--- config.mk ---
export PLATFORM = sky130hd
export DESIGN_NAME = multicycle_ctrl
export DESIGN_NICKNAME = d
export VERILOG_FILES = /design/src/rtl/multicycle_ctrl_pkg.sv /design/src/rtl/multicycle_ctrl_mem_timer.sv /design/src/rtl/multicycle_ctrl.sv
export SDC_FILE = /design/constraint.sdc
export NUM_CORES = 1
export LEC_CHECK = 0
export BUFFER_PORTS_ARGS = -buffer_cell sky130_fd_sc_hd__buf_2
export CORE_ASPECT_RATIO = 0.9
export CORE_MARGIN = 2
export CORE_UTILIZATION = 47
export DETAILED_ROUTE_END_ITERATION = 6
export GPL_ROUTABILITY_DRIVEN = 0
export PLACE_DENSITY_LB_ADDON = 0.15
export SYNTH_ARGS = -nofsm -noshare
export SYNTH_HDL_FRONTEND = slang
export SYNTH_SLANG_ARGS = --single-unit
--- constraint.sdc ---
create_clock -name clk -period 2.2 [get_ports clk]
set_input_delay 0.44 -clock clk [delete_from_list [all_inputs] [get_ports clk]]
set_output_delay 0.44 -clock clk [all_outputs]
set_load 0.01 [all_outputs]
--- src/rtl/multicycle_ctrl_pkg.sv ---
// Shared encodings for the multicycle controller: state codes, datapath
// select values, RV32I opcodes and the immediate-format decode.
package multicycle_ctrl_pkg;

    localparam int WAIT_CNT_W = 8;

    typedef enum logic [3:0] {
        S_IDLE     = 4'd0,
        S_FETCH    = 4'd1,
        S_DECODE   = 4'd2,
        S_MEMADR   = 4'd3,
        S_MEMREAD  = 4'd4,
        S_MEMWB    = 4'd5,
        S_MEMWRITE = 4'd6,
        S_EXECR    = 4'd7,
        S_EXECI    = 4'd8,
        S_ALUWB    = 4'd9,
        S_BRANCH   = 4'd10,
        S_JAL      = 4'd11,
        S_TRAP     = 4'd12
    } state_e;

    // immediate extender formats
    localparam logic [1:0] IMM_I = 2'b00;
    localparam logic [1:0] IMM_S = 2'b01;
    localparam logic [1:0] IMM_B = 2'b10;
    localparam logic [1:0] IMM_J = 2'b11;

    // ALU operand A
    localparam logic [1:0] SRCA_PC    = 2'b00;
    localparam logic [1:0] SRCA_OLDPC = 2'b01;
    localparam logic [1:0] SRCA_RS1   = 2'b10;

    // ALU operand B
    localparam logic [1:0] SRCB_RS2  = 2'b00;
    localparam logic [1:0] SRCB_IMM  = 2'b01;
    localparam logic [1:0] SRCB_FOUR = 2'b10;

    // ALU decode class
    localparam logic [1:0] ALUOP_ADD   = 2'b00;
    localparam logic [1:0] ALUOP_SUB   = 2'b01;
    localparam logic [1:0] ALUOP_FUNCT = 2'b10;

    // writeback / PC source
    localparam logic [1:0] RES_ALUOUT = 2'b00;
    localparam logic [1:0] RES_MEM    = 2'b01;
    localparam logic [1:0] RES_ALU    = 2'b10;

    // RV32I opcodes handled by this controller
    localparam logic [6:0] OP_LOAD   = 7'b0000011;
    localparam logic [6:0] OP_ITYPE  = 7'b0010011;
    localparam logic [6:0] OP_STORE  = 7'b0100011;
    localparam logic [6:0] OP_RTYPE  = 7'b0110011;
    localparam logic [6:0] OP_BRANCH = 7'b1100011;
    localparam logic [6:0] OP_JAL    = 7'b1101111;

    localparam logic [2:0] F3_BEQ = 3'b000;
    localparam logic [2:0] F3_BNE = 3'b001;

    // Immediate format from the opcode; unknown opcodes fall back to I.
    function automatic logic [1:0] imm_src_of(input logic [6:0] opcode);
        logic [1:0] fmt;
        fmt = IMM_I;
        case (opcode)
            OP_STORE:  fmt = IMM_S;
            OP_BRANCH: fmt = IMM_B;
            OP_JAL:    fmt = IMM_J;
            default:   fmt = IMM_I;
        endcase
        return fmt;
    endfunction

endpackage

--- src/rtl/multicycle_ctrl_mem_timer.sv ---
// Memory wait counter: counts stalled request cycles and flags a timeout
// on the stalled cycle that brings the count to MEM_TIMEOUT.
module mc_mem_timer
    import multicycle_ctrl_pkg::*;
#(
    parameter int unsigned MEM_TIMEOUT = 15
) (
    input  logic clk,
    input  logic rst_n,
    input  logic clr_i,
    input  logic req_i,
    input  logic ready_i,
    output logic timeout_o
);

    localparam logic [WAIT_CNT_W-1:0] TIMEOUT_M1 = WAIT_CNT_W'(MEM_TIMEOUT - 1);

    logic [WAIT_CNT_W-1:0] cnt_q;
    logic [WAIT_CNT_W-1:0] cnt_d;

    // next count: clear on request entry or completion, else count stalls
    always_comb begin
        cnt_d = cnt_q;
        if (clr_i || ready_i) begin
            cnt_d = '0;
        end else if (req_i) begin
            cnt_d = cnt_q + 1'b1;
        end
    end

    // counter register
    always_ff @(posedge clk or negedge rst_n) begin
        if (!rst_n) begin
            cnt_q <= '0;
        end else begin
            cnt_q <= cnt_d;
        end
    end

    // a completing cycle never times out, so ready wins a coincident limit
    assign timeout_o = req_i && !ready_i && (cnt_q >= TIMEOUT_M1);

endmodule

--- src/rtl/multicycle_ctrl.sv ---
// Multicycle RV32I subset control FSM. Outputs are decoded from the current
// state (Moore), except the branch PC write and the fetch-completion
// enables which also depend on zero / mem_ready.
module multicycle_ctrl
    import multicycle_ctrl_pkg::*;
#(
    parameter int unsigned MEM_TIMEOUT = 15
) (
    input  logic        clk,
    input  logic        rst_n,
    input  logic [31:0] instr,
    input  logic        zero,
    input  logic        mem_ready,
    output logic        mem_req,
    output logic        mem_write,
    output logic        adr_src,
    output logic        ir_write,
    output logic        pc_write,
    output logic        reg_write,
    output logic [1:0]  alu_src_a,
    output logic [1:0]  alu_src_b,
    output logic [1:0]  alu_op,
    output logic [1:0]  result_src,
    output logic [1:0]  imm_src,
    output logic        illegal_instr,
    output logic        bus_error,
    output logic [3:0]  state_o
);

    state_e     state_q, state_d;
    logic       illegal_q, illegal_d;
    logic       bus_err_q, bus_err_d;
    logic       set_illegal, set_bus_err;
    logic       req_state;
    logic       timer_clr;
    logic       timeout;
    logic [6:0] opcode;
    logic [2:0] funct3;
    logic       instr_unused;

    assign opcode       = instr[6:0];
    assign funct3       = instr[14:12];
    assign instr_unused = ^{instr[31:15], instr[11:7]};

    // requesting states come straight from the state register so the
    // timer never sees a combinational path back through the FSM outputs
    assign req_state = (state_q == S_FETCH) || (state_q == S_MEMREAD) ||
                       (state_q == S_MEMWRITE);
    assign timer_clr = (state_d != state_q) &&
                       ((state_d == S_FETCH) || (state_d == S_MEMREAD) ||
                        (state_d == S_MEMWRITE));

    mc_mem_timer #(
        .MEM_TIMEOUT (MEM_TIMEOUT)
    ) u_mem_timer (
        .clk       (clk),
        .rst_n     (rst_n),
        .clr_i     (timer_clr),
        .req_i     (req_state),
        .ready_i   (mem_ready & req_state),
        .timeout_o (timeout)
    );

    assign imm_src = imm_src_of(opcode);

    // next-state and control decode
    always_comb begin
        state_d     = state_q;
        set_illegal = 1'b0;
        set_bus_err = 1'b0;
        mem_req     = 1'b0;
        mem_write   = 1'b0;
        adr_src     = 1'b0;
        ir_write    = 1'b0;
        pc_write    = 1'b0;
        reg_write   = 1'b0;
        alu_src_a   = SRCA_PC;
        alu_src_b   = SRCB_RS2;
        alu_op      = ALUOP_ADD;
        result_src  = RES_ALUOUT;

        case (state_q)
            S_IDLE: state_d = S_FETCH;
            S_FETCH: begin
                mem_req = 1'b1;
                if (mem_ready) begin
                    ir_write   = 1'b1;
                    pc_write   = 1'b1;
                    alu_src_a  = SRCA_PC;
                    alu_src_b  = SRCB_FOUR;
                    result_src = RES_ALU;
                    state_d    = S_DECODE;
                end else if (timeout) begin
                    set_bus_err = 1'b1;
                    state_d     = S_TRAP;
                end
            end
            S_DECODE: begin
                alu_src_a = SRCA_OLDPC;
                alu_src_b = SRCB_IMM;
                alu_op    = ALUOP_ADD;
                case (opcode)
                    OP_LOAD, OP_STORE: state_d = S_MEMADR;
                    OP_RTYPE:          state_d = S_EXECR;
                    OP_ITYPE:          state_d = S_EXECI;
                    OP_BRANCH:         state_d = S_BRANCH;
                    OP_JAL:            state_d = S_JAL;
                    default: begin
                        set_illegal = 1'b1;
                        state_d     = S_TRAP;
                    end
                endcase
            end
            S_MEMADR: begin
                alu_src_a = SRCA_RS1;
                alu_src_b = SRCB_IMM;
                alu_op    = ALUOP_ADD;
                state_d   = (opcode == OP_STORE) ? S_MEMWRITE : S_MEMREAD;
            end
            S_MEMREAD: begin
                mem_req = 1'b1;
                adr_src = 1'b1;
                if (mem_ready) begin
                    state_d = S_MEMWB;
                end else if (timeout) begin
                    set_bus_err = 1'b1;
                    state_d     = S_TRAP;
                end
            end
            S_MEMWB: begin
                result_src = RES_MEM;
                reg_write  = 1'b1;
                state_d    = S_FETCH;
            end
            S_MEMWRITE: begin
                mem_req   = 1'b1;
                mem_write = 1'b1;
                adr_src   = 1'b1;
                if (mem_ready) begin
                    state_d = S_FETCH;
                end else if (timeout) begin
                    set_bus_err = 1'b1;
                    state_d     = S_TRAP;
                end
            end
            S_EXECR: begin
                alu_src_a = SRCA_RS1;
                alu_src_b = SRCB_RS2;
                alu_op    = ALUOP_FUNCT;
                state_d   = S_ALUWB;
            end
            S_EXECI: begin
                alu_src_a = SRCA_RS1;
                alu_src_b = SRCB_IMM;
                alu_op    = ALUOP_FUNCT;
                state_d   = S_ALUWB;
            end
            S_ALUWB: begin
                result_src = RES_ALUOUT;
                reg_write  = 1'b1;
                state_d    = S_FETCH;
            end
            S_BRANCH: begin
                alu_src_a  = SRCA_RS1;
                alu_src_b  = SRCB_RS2;
                alu_op     = ALUOP_SUB;
                result_src = RES_ALUOUT;
                case (funct3)
                    F3_BEQ: begin
                        pc_write = zero;
                        state_d  = S_FETCH;
                    end
                    F3_BNE: begin
                        pc_write = ~zero;
                        state_d  = S_FETCH;
                    end
                    default: begin
                        set_illegal = 1'b1;
                        state_d     = S_TRAP;
                    end
                endcase
            end
            S_JAL: begin
                alu_src_a  = SRCA_OLDPC;
                alu_src_b  = SRCB_FOUR;
                alu_op     = ALUOP_ADD;
                result_src = RES_ALUOUT;
                pc_write   = 1'b1;
                state_d    = S_ALUWB;
            end
            S_TRAP:  state_d = S_TRAP;
            default: state_d = S_IDLE;
        endcase
    end

    assign illegal_d = illegal_q | set_illegal;
    assign bus_err_d = bus_err_q | set_bus_err;

    // state and sticky fault flag registers
    always_ff @(posedge clk or negedge rst_n) begin
        if (!rst_n) begin
            state_q   <= S_IDLE;
            illegal_q <= 1'b0;
            bus_err_q <= 1'b0;
        end else begin
            state_q   <= state_d;
            illegal_q <= illegal_d;
            bus_err_q <= bus_err_d;
        end
    end

    assign illegal_instr = illegal_q;
    assign bus_error     = bus_err_q;
    assign state_o       = state_q;

endmodule

==> summary.md, run 1 <==
| Metric | Value |
|---|---|
| Final setup viols | `0` |
| Crit-path most repeated cell | `o211ai_1` |
| #FFs+latches synth | `14` |
| Status | `finished clean` |
| Clock skew | `around 0.0011 ns` |
| Cell variety after synth | `between 50 and 60` |
| Slowest cell delay on critical path | `approximately 0.40 ns` |
| Fmax | `around 0.48 GHz` |
| Vias in the first global route | `1,088` |
| GRT Total Usage | `approximately 20%` |
| # IOs | `a little under 60` |
| Slowest stage cell, crit path | `dfrtp_1` |
| Initial Util | `between 40 and 50%` |
| Largest net degree at the start of global routing | `16` |
| Slew @ Worst Pin | `slightly above 0.5 ns` |
| Antenna violations before repair | `0` |
| Average cell area after synthesis | `~8.7 sq um` |
| Routed vias/inst | `5.689` |
| Post-synth EDFFs | `0` |
| Row count | `18` |
| Hold Path Class | `primary input to asynchronous set/reset pin` |
| Input/output buffers | `35` |
| Worst-skew pair later-pin latency | `~0.28 ns` |
| Mapped Area | `around 0.0013 sq mm` |
| RR Startpoint | `u_mem_timer.cnt_q[0]` |
| Final ANT Viol Nets | `0` |
| Layout cell share with drive strength beyond 1 | `about a third` |
| Die X | `a little under 60 um` |
| H-tree depth | `1` |
| Clock power share | `9.7%` |
| Most common cell in the netlist | `nand2_1` |
| CTS max path bufs | `2` |
| Leak | `between 0.7 and 0.8 nW` |
| Commonest cells post-synth | `nand2_1, dfrtp_1, nor2_1, a21oi_1` |
| Critical path's top delay family | `compound AO/OA/AOI/OAI gates` |
| Detailed-route wire length per cell | `roughly 14 um` |
| Die H | `approximately 54 um` |
| Sink Count | `14` |
| Worst Hold Slack | `0.03683 ns` |
| Tot Pwr | `1.915 mW` |
| Pre-CTS setup slack | `roughly 0.15 ns` |
| Ys flop type | `dfrtp_1` |
| Nets | `228` |
| Layout area overhead | `21.90%` |
| Overflow after GRT | `0` |
| TNS Setup | `0 ns` |
| CP cell instances | `inv_1 > ha_1 > o211ai_1 > nand2_2 > nor4_4 > o211ai_1 > mux2i_4 > a21oi_1` |
| Startpoint types | `register` |
| Syn Inst Count | `approximately 150` |
| First-pass GRT wire length | `slightly below 5000 um` |
| Critical Path Fanout Max | `8` |
| Worst EP required | `between 2 and 2.5 ns` |
| Fin. max-slew vios | `0` |
| DRC viols | `0` |
| Drt first pass iters | `5` |
| Non-Filler Instances | `219` |
| WP buf/inv | `1` |
| Sequential share of the synthesized area | `approximately 27%` |
| Post-DP HPWL | `approximately 2400 um` |
| Worst Setup SP | `u_mem_timer.cnt_q[0]` |
| Top cell type's share of synthesized area | `between 20 and 30%` |
| Clock transition at the registers of the reported paths | `around 0.080 ns` |
| Synth area leaders | `dfrtp_1, nand2_1, a21oi_1` |
| DR iter-0 viols | `41` |
| CORE AREA | `0.002680 sq mm` |
| Placed cells | `around 220` |
| Ant diodes | `0` |
| DP Area | `approximately 0.0015 sq mm` |
| Peak supply drop | `496.9 uV` |
| TritonCTS buffer count | `3` |
| WL final | `~3100 um` |
| Power share of the sequential group | `between 20% and 30%` |
| Fill cell count | `around 270` |
| Rel. slew slack | `~66%` |
| Synth area leader | `dfrtp_1` |
| Mapped Nets | `187` |
| Final Util | `58.73%` |
| Period utilisation layout | `a little over nine tenths` |
| Critical Path End Type | `register` |
| DR vias | `1,246` |
| Full die area | `between 0.003 and 0.004 sq mm` |
| PwrDens | `about 1200 mW/mm^2` |
| Worst setup margin | `0.1150 ns` |
| Design area | `approximately 0.0016 sq mm` |
| Hold_buf cts | `0` |
| Synth Warn # | `0` |
| Async SR Flop Fraction | `100.0%` |
| Combinational share of power | `a little over two thirds` |
| Root Buffer | `clkbuf_4` |
| Hold Fails Final Rpt | `0` |
| WS Path Type | `register to register` |
| Fin crit period | `2.085 ns` |
| Int Pwr | `slightly below 1 mW` |
| Critical Path AT | `2.23 ns` |
| Switching pwr | `between 0.9 and 1 mW` |
| Maximum Capacitance Violations | `0` |
| CTS tree | `yes` |
| Switching share of total power | `approximately 49%` |
==> cell usage in the layout, fill, tap and decap left out, types with 2 or more instances in the layout <==
cell type,count
a21oi_1,10
a31oi_1,2
and2_1,2
and3_1,3
buf_2,35
buf_4,6
clkbuf_4,3
dfrtp_1,13
ha_1,2
inv_1,4
mux2i_1,3
nand2_1,18
nand2_2,2
nand2b_1,5
nand3_1,4
nor2_1,13
nor2b_1,3
nor3_1,2
nor3_2,2
nor4b_4,2
o2111ai_1,2
o211ai_1,3
o21ai_0,5
o22ai_1,3
xnor2_1,5
xor2_1,4
==> power by group through the flow <==
| stage | combinational [mW] | clock, mW | sequential [mW] |
|---|---|---|---|
| finish | 1.34 | 0.185 | 0.395 |
| global route | 1.46 | 0.203 | 0.404 |
| CTS | 1.32 | 0.188 | 0.392 |
| detailed placement | 1.31 | 0 | 0.397 |
| global placement | 1.28 | 0 | 0.393 |
| floorplan | 0.928 | 0 | 0.429 |
==> flip-flops by register name, summed over array words and instances, names as in the netlist <==
signal,count
bus_error,1
state_o,4
u_mem_timer.cnt_q,8
illegal_instr,1
==> metal layers <==
layer	GRT usage [%]	wire length, um	vias up
li1	-	-	617
met1	26.71	1410	594
met2	33.70	1521	33
met3	3.606	156	2
met4	2.273	8	0
met5	0	0	-
==> what timing repair did <==
item                                    CTS  global route
buffers inserted                          0             0
resized for setup                         0             4
endpoints found under the setup margin    0             9
==> area by class of cell <==
type	instances	area, sq um	share of cell area, %
sequential	14	351.6	22.34
inverter	5	21.27	1.351
multi-input combinational	124	887.1	56.36
timing repair buffer	42	240.2	15.26
clock buffer	4	36.28	2.305
tap	30	37.54	2.385
==> kinds of logic (layout without fill, tap and decap cells) <==
kind of cell / count (synthesis) / after routing / synth area share (%)
compound gates: 36 / 36 / 19.19
flops: 14 / 14 / 27.13
xor+xnor: 9 / 9 / 6.104
buf+inv: 11 / 51 / 5.426
simple gates: 73 / 73 / 36.15
fa+ha+maj: 2 / 2 / 1.938
mux: 4 / 4 / 4.070
==> path summary, 6_finish.rpt <==
path                                   endpoint  cells after the start  slack, ns
max                        u_mem_timer.cnt_q[3]                      8       0.11
min                        u_mem_timer.cnt_q[4]                      1       0.04
max reg2reg                u_mem_timer.cnt_q[3]                      8       0.11
min reg2reg                           bus_error                      1       0.47
max in group asynchronous            state_o[2]                      1       1.91
min in group clk                      bus_error                      1       0.47
Note: power is estimated with default switching activity, not from simulation.
==> inputs of run 2 (changes only) <==
--- a/config.mk
+++ b/config.mk
@@ -5,7 +5,7 @@
 export SDC_FILE = /design/constraint.sdc
 export NUM_CORES = 1
 export LEC_CHECK = 0
-export BUFFER_PORTS_ARGS = -buffer_cell sky130_fd_sc_hd__buf_2
+export BUFFER_PORTS_ARGS = -buffer_cell sky130_fd_sc_hd__buf_4
 export CORE_ASPECT_RATIO = 0.9
 export CORE_MARGIN = 2
 export CORE_UTILIZATION = 47
==> run 2 against run 1 <==
  * Register-to-register slack is essentially flat
  * Critical endpoint is now pc_write
  * Via count grew 0.16%
  * Clock power shrank 23%
  * Die area is the same
  * First-iteration DRC count grew 49%
  * Worst hold slack gained 0.43 ns
  * Sequential power grew 12%
  * Count of clock-buffer cells in the layout shrank 1
==> summary.md, run 2 (synthesis gave the netlist of run 1 again) <==
| Metric | Value |
|---|---|
| Critical Path Fanout Max | `10 (+2)` |
| Full die area | `0.003183 sq mm (unchanged)` |
| Die X | `59.25 um (unchanged)` |
| PwrDens | `1189 mW/mm^2 (-2.2%)` |
| Row count | `18 (unchanged)` |
| CORE AREA | `0.002680 sq mm (unchanged)` |
| Period utilisation layout | `96.84% (+2.1 points)` |
| DR iter-0 viols | `61 (+49%)` |
| Final setup viols | `0 (unchanged)` |
| Critical Path AT | `1.69 ns (-0.54 ns)` |
| Startpoint types | `register` |
| WS Path Type | `register to output pin` |
| DR vias | `1,248 (+0.16%)` |
| Fill cell count | `254 (-4.5%)` |
| Peak supply drop | `596.4 uV (+20%)` |
| Hold Path Class | `register to register` |
| Layout area overhead | `27.62%` |
| Area of the multi-input gates | `882.1 sq um (-0.56%)` |
| Drt first pass iters | `4 (-1)` |
| Ant diodes | `0 (unchanged)` |
| Worst r2r dst | `u_mem_timer.cnt_q[0]` |
| Post-DP HPWL | `2440 um (about the same)` |
| Worst Hold Slack | `0.4716 ns (+0.4348 ns)` |
| Status | `finished clean` |
| Storage cell area | `354.1 sq um (+0.71%)` |
| DRC viols | `0 (unchanged)` |
| Input/output buffers | `35 (unchanged)` |
| Fin crit period | `2.131 ns (+0.04549 ns)` |
| Overflow after GRT | `0 (unchanged)` |
| Leak | `0.7360 nW (+0.50%)` |
| Detailed-route wire length per cell | `14.34 um (+1.5%)` |
| Worst EP required | `1.76 ns (-0.58 ns)` |
| Slew @ Worst Pin | `0.4980 ns (-0.01427 ns)` |
| Die H | `53.73 um (unchanged)` |
| Maximum Capacitance Violations | `0 (unchanged)` |
| Sink Count | `14 (unchanged)` |
| WHS Path Cells | `1` |
| CTS max path bufs | `2 (unchanged)` |
| WL final | `3127 um (+1.0%)` |
| Largest net degree at the start of global routing | `16 (unchanged)` |
| Root Buffer | `clkbuf_4` |
| Fmax | `0.4694 GHz (-2.1%)` |
| Antenna violations before repair | `0 (unchanged)` |
| Final Util | `61.48% (+2.8 points)` |
| Biggest register | `u_mem_timer.cnt_q` |
| Hold Fails Final Rpt | `0 (unchanged)` |
| # Post-CTS Setup Buffers | `0 (unchanged)` |
| TritonCTS buffer count | `3 (unchanged)` |
| Worst-skew pair later-pin latency | `0.27 ns (about the same)` |
| Design area | `0.001648 sq mm (+4.7%)` |
| Hold path start | `bus_error` |
| Largest register FFs | `8 (unchanged)` |
| CTS tree | `yes` |
| Worst hold endpoint | `bus_error` |
| Clock transition at the registers of the reported paths | `0.08 ns (about the same)` |
| Nets | `228 (unchanged)` |
| # IOs | `58 (unchanged)` |
| H-tree depth | `1 (unchanged)` |
| Fin. max-slew vios | `0 (unchanged)` |
| Final ANT Viol Nets | `0 (unchanged)` |
| Initial Util | `48.18% (unchanged)` |
| Most common cell after layout, fill and taps aside | `buf_4` |
| DP Area | `0.001600 sq mm (+5.3%)` |
| Vias in the first global route | `1,168 (+7.4%)` |
| First-pass GRT wire length | `5195 um (+8.2%)` |
| Critical Path End Type | `output pin` |
| R2R depth | `8 (unchanged)` |
| Clock skew | `0.004399 ns (+0.003328 ns)` |
| Rel. slew slack | `66.62% (+0.96 points)` |
| Layout cell share with drive strength beyond 1 | `34.57% (-0.35 points)` |
| Commonest cells after routing, fill and taps aside | `buf_4, nand2_1, nor2_1` |
| GRT Total Usage | `21.42% (+1.7 points)` |
| RR Startpoint | `u_mem_timer.cnt_q[0]` |
| R2R setup slack | `0.12 ns (about the same)` |
| Routed vias/inst | `5.725 (+0.62%)` |
==> run 2: cell count changes in the layout (fill, tap and decap cells not counted), sizes merged <==
cell	change
clkbuf	-1
dlygate4sd3	+1
buf	-1
==> run 2: power by group <==
part / total, mW / leakage, nW / switching [mW] / internal, mW
logic: 1.37 / 0.540 / 0.734 / 0.639
registers: 0.443 / 0.182 / 0.124 / 0.319
clock network: 0.143 / 0.0138 / 0.0797 / 0.0634
total: 1.96 / 0.736 / 0.938 / 1.02
==> run 2: layer usage <==
| metal | global-route usage [%] | share of wire, % | vias up |
|---|---|---|---|
| met3 | 2.163 | 5.3 | 5 |
| met2 | 34.07 | 48 | 41 |
| li1 | - | - | 614 |
| met4 | 6.061 | 0.61 | 0 |
| met1 | 30.86 | 46 | 588 |
| met5 | 0 | 0 | - |
==> run 2: timing repair <==
action / in CTS / in global routing
gates resized for setup: 1 / 4
setup endpoints to repair: 1 / 11
endpoints found under the hold margin: 7 / 0
hold buffers: 1 / 0
==> run 2: worst max-delay path by stage <==
stage	start	to	slack [ns]	cells after the start
2_1_floorplan	mem_ready	pc_write	0.31	5
5_1_grt	u_mem_timer.cnt_q[0]	u_mem_timer.cnt_q[6]	-0.03	8
3_5_place_dp	u_mem_timer.cnt_q[0]	u_mem_timer.cnt_q[0]	0.11	8
3_3_place_gp	state_o[2]	u_mem_timer.cnt_q[5]	0.19	7
4_1_cts	state_o[1]	pc_write	0.03	6
6_report	state_o[1]	pc_write	0.07	6
==> run 2: cell type report <==
| cell class | instances | area share [%] |
|---|---|---|
| Multi-Input combinational cell | 124 | 53.53 |
| Tap cell | 30 | 2.278 |
| Clock buffer | 3 | 1.367 |
| Timing Repair Buffer | 42 | 20.05 |
| Sequential cell | 14 | 21.49 |
| Inverter | 5 | 1.291 |
==> run 2: critical path: stages (launching register included) <==
cell     delay, ns
dfrtp_2       0.49
buf_4         0.20
nor2b_1       0.14
mux2i_1       0.09
nor3_1        0.23
a31o_2        0.15
buf_4         0.11
==> run 2: stage by stage <==
stage	TNS [ns]	total power, mW	setup WS [ns]	cells
2_1_floorplan	0	1.357	0.3076	149
3_3_place_gp	0	1.755	0.1880	214
3_5_place_dp	0	1.794	0.1105	214
4_1_cts	0	1.940	0.02866	218
5_1_grt	-0.1214	2.114	-0.03018	218
6_report	0	1.960	0.06947	218
==> inputs of run 3 (changes only) <==
--- a/config.mk
+++ b/config.mk
@@ -5,11 +5,11 @@
 export SDC_FILE = /design/constraint.sdc
 export NUM_CORES = 1
 export LEC_CHECK = 0
-export BUFFER_PORTS_ARGS = -buffer_cell sky130_fd_sc_hd__buf_4
 export CORE_ASPECT_RATIO = 0.9
 export CORE_MARGIN = 2
-export CORE_UTILIZATION = 47
+export CORE_UTILIZATION = 50
 export DETAILED_ROUTE_END_ITERATION = 6
+export DONT_BUFFER_PORTS = 1
 export GPL_ROUTABILITY_DRIVEN = 0
 export PLACE_DENSITY_LB_ADDON = 0.15
 export SYNTH_ARGS = -nofsm -noshare
==> run 3 against run 2 <==
  * Clock power rose by 25%
  * Register-to-register slack improved by 0.03 ns
  * Setup slack improved by 0.059 ns
  * Routed wire length fell by 9.0%
  * First-iteration DRC count fell by 38%
  * Critical path depth fell by 3
  * Cell count fell by 12%
  * Worst hold slack got worse by 0.078 ns
  * Clock skew rose by 0.00070 ns
  * Design area fell by 12%
==> summary.md, run 3 (synthesis gave the netlist of run 1 again) <==
| Metric | Value |
|---|---|
| WP buf/inv | `1 (-1)` |
| Die H | `52.21 um (-2.8%)` |
| TNS Setup | `0 ns (unchanged)` |
| WS Path Type | `register to output pin` |
| Drt first pass iters | `4 (unchanged)` |
| Commonest cells after routing, fill and taps aside | `nand2_1, buf_4, nor2_1` |
| Largest register FFs | `8 (unchanged)` |
| TritonCTS buffer count | `3 (unchanged)` |
| Hold Fails Final Rpt | `0 (unchanged)` |
| First-pass GRT wire length | `4899 um (-5.7%)` |
| Leak | `0.6147 nW (-16%)` |
| Critical Path Fanout Max | `13 (+3)` |
| Worst-skew pair later-pin latency | `0.27 ns (about the same)` |
| PwrDens | `1267 mW/mm^2 (+6.6%)` |
| Antenna violations before repair | `0 (unchanged)` |
| Ant diodes | `0 (unchanged)` |
| # IOs | `58 (unchanged)` |
| Fmax | `0.4826 GHz (+2.8%)` |
| DR iter-0 viols | `38 (-38%)` |
| R2R depth | `7 (-1)` |
| Critical Path End Type | `output pin` |
| Post-DP HPWL | `2223 um (-8.9%)` |
| # Post-CTS Setup Buffers | `0 (unchanged)` |
| Sink Count | `14 (unchanged)` |
| Status | `finished clean` |
| Hold Path Class | `primary input to register` |
| Layout cell share with drive strength beyond 1 | `23.78% (-11 points)` |
| Startpoint types | `register` |
| Overflow after GRT | `0 (unchanged)` |
| CTS tree | `yes` |
| Slowest cell delay on critical path | `0.57 ns (+0.08 ns)` |
| Rel. slew slack | `58.37% (-8.2 points)` |
| Fill cell count | `232 (-8.7%)` |
| Detailed-route wire length per cell | `14.82 um (+3.3%)` |
| Root Buffer | `clkbuf_4` |
| Routed vias/inst | `5.932 (+3.6%)` |
| Worst path depth | `3 (-3)` |
| Period utilisation layout | `94.18% (-2.7 points)` |
| WL final | `2846 um (-9.0%)` |
| Worst Hold Slack | `0.3933 ns (-0.07829 ns)` |
| Slowest stage cell, crit path | `dfrtp_1` |
| CORE AREA | `0.002446 sq mm (-8.7%)` |
| Maximum Capacitance Violations | `0 (unchanged)` |
| Layout area overhead | `12.69%` |
| Fin. max-slew vios | `0 (unchanged)` |
| Nets | `203 (-11%)` |
| Vias in the first global route | `1,094 (-6.3%)` |
| Full die area | `0.003005 sq mm (-5.6%)` |
| Biggest register | `u_mem_timer.cnt_q` |
| Design area | `0.001455 sq mm (-12%)` |
| CTS max path bufs | `2 (unchanged)` |
| Largest net degree at the start of global routing | `15 (-1)` |
| Worst EP required | `1.76 ns (about the same)` |
| DRC viols | `0 (unchanged)` |
| Clock transition at the registers of the reported paths | `0.08 ns (about the same)` |
| Fin crit period | `2.072 ns (-0.05861 ns)` |
| Storage cell area | `352.8 sq um (-0.35%)` |
| H-tree depth | `1 (unchanged)` |
| Final ANT Viol Nets | `0 (unchanged)` |
| Critical path's top delay family | `simple AND/OR/NAND/NOR gates` |
| Peak supply drop | `1088 uV (+82%)` |
| DP Area | `0.001398 sq mm (-13%)` |
| CP cell instances | `nor4b_4 > buf_4 > and2_2` |
| WHS Path Cells | `2 (+1)` |
| Final setup viols | `0 (unchanged)` |
| Unrepaired setup endpoints after global routing | `false` |
| DR vias | `1,139 (-8.7%)` |
| GRT Total Usage | `21.11% (-0.32 points)` |
| Slew @ Worst Pin | `0.6224 ns (+0.1244 ns)` |
| Critical Path AT | `1.63 ns (-0.06 ns)` |
| Row count | `17 (-1)` |
| Initial Util | `52.79% (+4.6 points)` |
| Die X | `57.57 um (-2.8%)` |
| Most common cell after layout, fill and taps aside | `nand2_1` |
| Clock skew | `0.005102 ns (+0.0007031 ns)` |
| Area of the multi-input gates | `879.6 sq um (-0.28%)` |
| Input/output buffers | `0 (-100%)` |
==> run 3: cell count changes in the layout (fill, tap and decap cells not counted), sizes merged <==
| cell | previous run | this run |
|---|---|---|
| clkbuf | 3 | 4 |
| buf | 41 | 16 |
==> run 3: layer usage <==
metal / wire length, um / part of all wire (%) / track usage (%)
met3: 166 / 5.8 / 5.185
met5: 0 / 0 / 0
met1: 1366 / 48 / 30.11
met4: 0 / 0 / 3.876
met2: 1312 / 46 / 32.77
==> run 3: through the flow <==
step                      worst slack [ns]  util, %  cells  power, mW
after global placement              0.1660    57.14    187      1.614
after global routing               0.01089    59.49    192      1.997
after detailed placement            0.1431    57.14    187      1.641
after CTS                           0.1192    59.08    192      1.834
final                               0.1281    59.49    192      1.844
after floorplan                     0.3076        -    149      1.357
==> run 3: timing repair <==
item,4_1_cts,5_1_grt
endpoints found under the setup margin,1,9
pin swaps,0,0
gates resized for setup,1,2
hold endpoints to repair,14,0
hold buffers,1,0
==> run 3: power breakdown <==
part	total [mW]	switching, mW	internal (mW)	leakage, nW
logic	1.21	0.680	0.526	0.411
registers	0.460	0.142	0.318	0.183
clock network	0.179	0.0783	0.101	0.0210
==> run 3: worst register-to-register path: cells and delay by family (launching register included) <==
| kind | cells | cell delay, ns |
|---|---|---|
| AND/OR/NAND/NOR | 4 | 0.80 |
| flip-flops | 1 | 0.57 |
| multiplexers | 1 | 0.35 |
| buffers and inverters | 1 | 0.11 |
| AO/OA/AOI/OAI | 1 | 0.11 |
==> run 3: path summary, 6_finish.rpt <==
path | slack [ns] | end | startpoint
min reg2reg | 0.55 | bus_error | bus_error
max reg2reg | 0.15 | u_mem_timer.cnt_q[4] | state_o[1]
min in group asynchronous | 0.62 | state_o[2] | rst_n
min | 0.39 | illegal_instr | instr[14]
max in group asynchronous | 1.15 | state_o[3] | rst_n
max | 0.13 | ir_write | state_o[1]
==> run 3: layout make-up <==
class                   instances  area share, %
well taps                      28          2.408
clock buffers                   4          2.494
repair buffers                 17          8.942
multi-input cells             124          60.45
inverters                       5          1.462
flip-flops and latches         14          24.25
